[src/rtl/fifo_wr_ptr_ctrl.sv]
// Write-side pointer controller for an async FIFO: gates writes against FULL, keeps the
// binary/Gray write pointer, synchronises the read Gray pointer and derives status flags.
module fifo_wr_ptr_ctrl #(
  parameter int MEM_DEPTH    = 8,
  parameter int ADDR_WIDTH   = $clog2(MEM_DEPTH),
  parameter int SYNC_STAGES  = 2,
  parameter int AFULL_THRESH = MEM_DEPTH - 2
) (
  input  logic                  W_CLK,
  input  logic                  W_RST_n,
  input  logic                  W_INC,
  input  logic [ADDR_WIDTH:0]   R_PTR_GRAY,
  input  logic                  OVF_CLR,
  output logic                  W_CLK_EN,
  output logic [ADDR_WIDTH-1:0] W_ADDR,
  output logic [ADDR_WIDTH:0]   W_PTR_GRAY,
  output logic                  FULL,
  output logic                  ALMOST_FULL,
  output logic [ADDR_WIDTH:0]   W_LEVEL,
  output logic                  OVERFLOW
);

  localparam int PW = ADDR_WIDTH + 1;
  // Full when the write pointer is one lap ahead: top two Gray bits inverted, rest equal.
  localparam logic [PW-1:0] FULL_MASK = PW'(3) << (PW - 2);
  localparam logic [PW-1:0] AFULL_LVL = PW'(AFULL_THRESH);

  logic [PW-1:0] wbin_q, wbin_d;
  logic [PW-1:0] wgray_q, wgray_d;
  logic [PW-1:0] sync_q [SYNC_STAGES];
  logic [PW-1:0] rq;
  logic [PW-1:0] rbin;
  logic [PW-1:0] level_d, level_q;
  logic          full_q, full_d;
  logic          afull_q, afull_d;
  logic          ovf_q, ovf_d;

  assign W_CLK_EN = W_INC & ~full_q;
  assign rq       = sync_q[SYNC_STAGES-1];

  always_comb begin
    rbin = '0;
    rbin[PW-1] = rq[PW-1];
    for (int i = PW - 2; i >= 0; i--) begin
      rbin[i] = rbin[i+1] ^ rq[i];
    end
  end

  always_comb begin
    wbin_d  = wbin_q + {{ADDR_WIDTH{1'b0}}, W_CLK_EN};
    wgray_d = wbin_d ^ (wbin_d >> 1);
    full_d  = (wgray_d == (rq ^ FULL_MASK));
    level_d = wbin_d - rbin;
    afull_d = (level_d >= AFULL_LVL);
    // A fresh overflow takes priority over a clear in the same cycle.
    ovf_d   = (W_INC & full_q) | (ovf_q & ~OVF_CLR);
  end

  always_ff @(posedge W_CLK or negedge W_RST_n) begin
    if (!W_RST_n) begin
      for (int i = 0; i < SYNC_STAGES; i++) begin
        sync_q[i] <= '0;
      end
    end else begin
      sync_q[0] <= R_PTR_GRAY;
      for (int i = 1; i < SYNC_STAGES; i++) begin
        sync_q[i] <= sync_q[i-1];
      end
    end
  end

  always_ff @(posedge W_CLK or negedge W_RST_n) begin
    if (!W_RST_n) begin
      wbin_q  <= '0;
      wgray_q <= '0;
      full_q  <= 1'b0;
      afull_q <= 1'b0;
      level_q <= '0;
      ovf_q   <= 1'b0;
    end else begin
      wbin_q  <= wbin_d;
      wgray_q <= wgray_d;
      full_q  <= full_d;
      afull_q <= afull_d;
      level_q <= level_d;
      ovf_q   <= ovf_d;
    end
  end

  assign W_ADDR      = wbin_q[ADDR_WIDTH-1:0];
  assign W_PTR_GRAY  = wgray_q;
  assign FULL        = full_q;
  assign ALMOST_FULL = afull_q;
  assign W_LEVEL     = level_q;
  assign OVERFLOW    = ovf_q;

endmodule

[config.mk]
export PLATFORM = sky130hd
export DESIGN_NAME = fifo_wr_ptr_ctrl
export DESIGN_NICKNAME = d
export VERILOG_FILES = /design/src/rtl/fifo_wr_ptr_ctrl.sv
export SDC_FILE = /design/constraint.sdc
export NUM_CORES = 1
export LEC_CHECK = 0
export BUFFER_PORTS_ARGS = -buffer_cell sky130_fd_sc_hd__buf_4
export CAP_MARGIN = 20
export CORE_UTILIZATION = 35
export DETAILED_ROUTE_END_ITERATION = 6
export GPL_ROUTABILITY_DRIVEN = 0
export PLACE_DENSITY_LB_ADDON = 0.25
export SYNTH_ARGS = -nofsm -noshare
export SYNTH_HDL_FRONTEND = slang
export SYNTH_SLANG_ARGS = --single-unit
[constraint.sdc]
create_clock -name W_CLK -period 2.5 [get_ports W_CLK]
set_clock_uncertainty 0.1 [all_clocks]
set_input_delay 0.25 -clock W_CLK [delete_from_list [all_inputs] [get_ports W_CLK]]
set_output_delay 0.25 -clock W_CLK [all_outputs]
set_load 0.005 [all_outputs]
==> results.toml <==
[finish]
fillers = 214
antennaDiodeCount = 0
design_area_um2 = 1220
final_util = 0.532
regArea_um2 = 551
nets = 110
multi_input_area_um2 = 319
syn_to_final_growth_pct = 38.8
layout-drive-gt1-share = 0.358

[place]
portBuffers = 22
preCtsSetupSlack_ns = 0.0104
place_hpwl_um = 988
dpl_cell_area_um2 = 1080

[setup_path]
crit_path_max_incr_delay_ns = 0.41
crit_start = "FULL$_DFF_PN0_"
slowest_stage = "dfrtp_1"
crit_chain = "nor2b_1, ha_2, ha_2, xor2_4, ha_1, a21oi_1, o21ai_0, xor3_1, a21o_1"
critPathLaunchType = "flop"
cp.required_ns = 2.61
path_class = "flop to flop"
reg2reg_to = "ALMOST_FULL$_DFF_PN0_"
cp_common_cell = "ha_2"
reg2reg_from = "FULL$_DFF_PN0_"
arrival_ns = 2.41
critPathCaptureType = "flop"
r2r_cells = 9
cp_max_fo = 4
rrSetupSlack_ns = 0.20

[synthesis]
synth_common_cells = "dfrtp_1, inv_1, ha_1, xnor2_1, xor2_1"
async_flop_share = 1.00
yosysTopAreaCell = "dfrtp_1"
synth_warnings = 0
ys_seq_area_frac = 0.626
postSynthAreaPerCell_um2 = 14.4
synth_edf_count = 0
synth_flop_cell = "dfrtp_1"
synthTopCellsByArea = "dfrtp_1, ha_1, xnor2_1, xor2_1, xor2_2"
ys_ff_latch = 22
syn_inst = 61
syn_area_um2 = 880
syn_nets = 75
yosysMostFrequentCell = "dfrtp_1"
yosysUniqueCellTypes = 17
netlist.area_leader.share = 0.626

[outcome]
status = "completed"

[drt]
drc_errors = 0
final_antenna_net_count = 0
avgViaCountPerCell = 4.50
routed_wl_mm = 1.34
drt_iter0_markers = 1
dr_total_vias = 554
wire_per_inst_um = 10.9
drt_first_pass_iters = 2

[global_routing]
antenna_found_initial = 0
grt_usage = 0.121
grt_overflow = 0
grt_pass1_vias = 563
grt_max_degree = 23
grt_pass1_wl_mm = 2.28

[die]
dieArea_um2 = 2720
pin_count = 23
die_x_um = 52.1
core-area_um2 = 2300
die_h_um = 52.1
rows = 17
start_util = 0.383

[sta]
max_slew_margin = 0.796
final.setup.tns_ns = 0
fmax_mhz = 434
min_period_ns = 2.30
setup_viol = 0
drv_slew = 0
worst_slew_pin_slew_ns = 0.306
post-route-period-util = 0.922
hold_violations = 0
setup_ws_ns = 0.195

[clock_network]
htreeDepth = 1
cts-root-buf = "clkbuf_4"
cts_buffer_depth = 2
insertion_delay_ns = 0.30
path_clk_slew_ns = 0.12
numCtsBuffers = 3
cts_tree = "done"
cts_sinks = 22

[min_path]
min_path_cells = 2
holdCritPathClass = "input pin to flop"
hp-start = "OVF_CLR"
hold-path-endpoint = "OVERFLOW$_DFF_PN0_"

[pwr]
p_total_uw = 1680
irDropWorstVdd_v = 0.000580
p_leak_uw = 0.000592
power_density_nw_per_um2 = 1380

[run]
max_cap_viol_count = 0
==> cell usage in the layout (no fill, tap or decap), drive strengths merged <==
master,Yosys,routed
nand3,3,3
inv,7,7
o21ai,2,2
xor2,7,7
clkbuf,0,3
buf,0,25
bufinv,0,1
dfrtp,22,22
nor2b,1,1
a21oi,1,1
or3,2,2
ha,5,5
fa,1,1
a21o,1,1
a22oi,1,1
dlygate4sd3,0,5
xor3,1,1
nand2,2,2
xnor2,5,5
==> stage by stage <==
stage | hold WS, ns | cells
3_5_place_dp | 0.0529 | 111
5_1_grt | 0.0218 | 123
6_report | 0.0288 | 123
3_3_place_gp | 0.0502 | 111
4_1_cts | 0.0271 | 120
2_1_floorplan | -0.146 | 61
==> worst max-delay path: cells and delay by family, from the launching register on <==
kind,cells,cell delay [ns]
AOI/OAI and AO/OA,3,0.39
xor gates and xnor gates,2,0.41
adders and majority gates,3,0.74
DFF,1,0.41
and+or+nand+nor,1,0.17
==> what timing repair did <==
item	4_1_cts	5_1_grt
setup endpoints to repair	1	2
hold endpoints to repair	26	0
setup buffers	0	3
hold buffers	5	0
pin swaps	0	1
resized for setup	1	2
==> logic make-up (layout without fill, tap and decap cells) <==
kind of cell | count (synthesis) | count (layout) | synth area share
XOR/XNOR | 13 | 13 | 0.164
adder cells (fa/ha/maj) | 6 | 6 | 0.0939
flip-flops | 22 | 22 | 0.626
AND/OR/NAND/NOR | 8 | 8 | 0.0526
AO/OA/AOI/OAI | 5 | 5 | 0.0341
buffers and inverters | 7 | 41 | 0.0299
==> report_power, final <==
part | switching [uW] | internal, uW | total, uW
Clock | 105 | 162 | 267
Sequential | 70.5 | 493 | 563
Combinational | 376 | 476 | 852
==> routing by layer <==
metal	routed length (um)	share of wire	vias up	GRT usage
li1	-	-	260	-
met1	512	0.38	280	0.118
met2	767	0.57	12	0.226
met3	49	0.037	2	0.0263
met4	8	0.0060	0	0.0789
met5	0	0	-	0
==> area by class of cell <==
type / count / share of cell area
clock buffers: 3 / 0.0184
flip-flops and latches: 22 / 0.451
clock inverters: 1 / 0.0246
repair buffers: 30 / 0.195
multi-input cells: 32 / 0.261
well taps: 28 / 0.0287
inverters: 7 / 0.0215
==> how the worst max path moves through the flow <==
| stage | endpoint | slack [ns] | depth (start not counted) |
|---|---|---|---|
| final | ALMOST_FULL$_DFF_PN0_ | 0.20 | 9 |
| after global routing | ALMOST_FULL$_DFF_PN0_ | -0.006 | 9 |
| after CTS | ALMOST_FULL$_DFF_PN0_ | 0.03 | 9 |
| after detailed placement | ALMOST_FULL$_DFF_PN0_ | 0.01 | 9 |
| after global placement | ALMOST_FULL$_DFF_PN0_ | 0.06 | 9 |
| after floorplan | ALMOST_FULL$_DFF_PN0_ | 0.17 | 9 |
==> state kept, by name (all words and copies together) (netlist names) <==
name and flops:
ALMOST_FULL 1, OVERFLOW 1, sync_q 4, W_PTR_GRAY 3, FULL 1, W_LEVEL 4
wbin_q 4, rq 4
No activity file was read; power rests on OpenSTA's default activity.
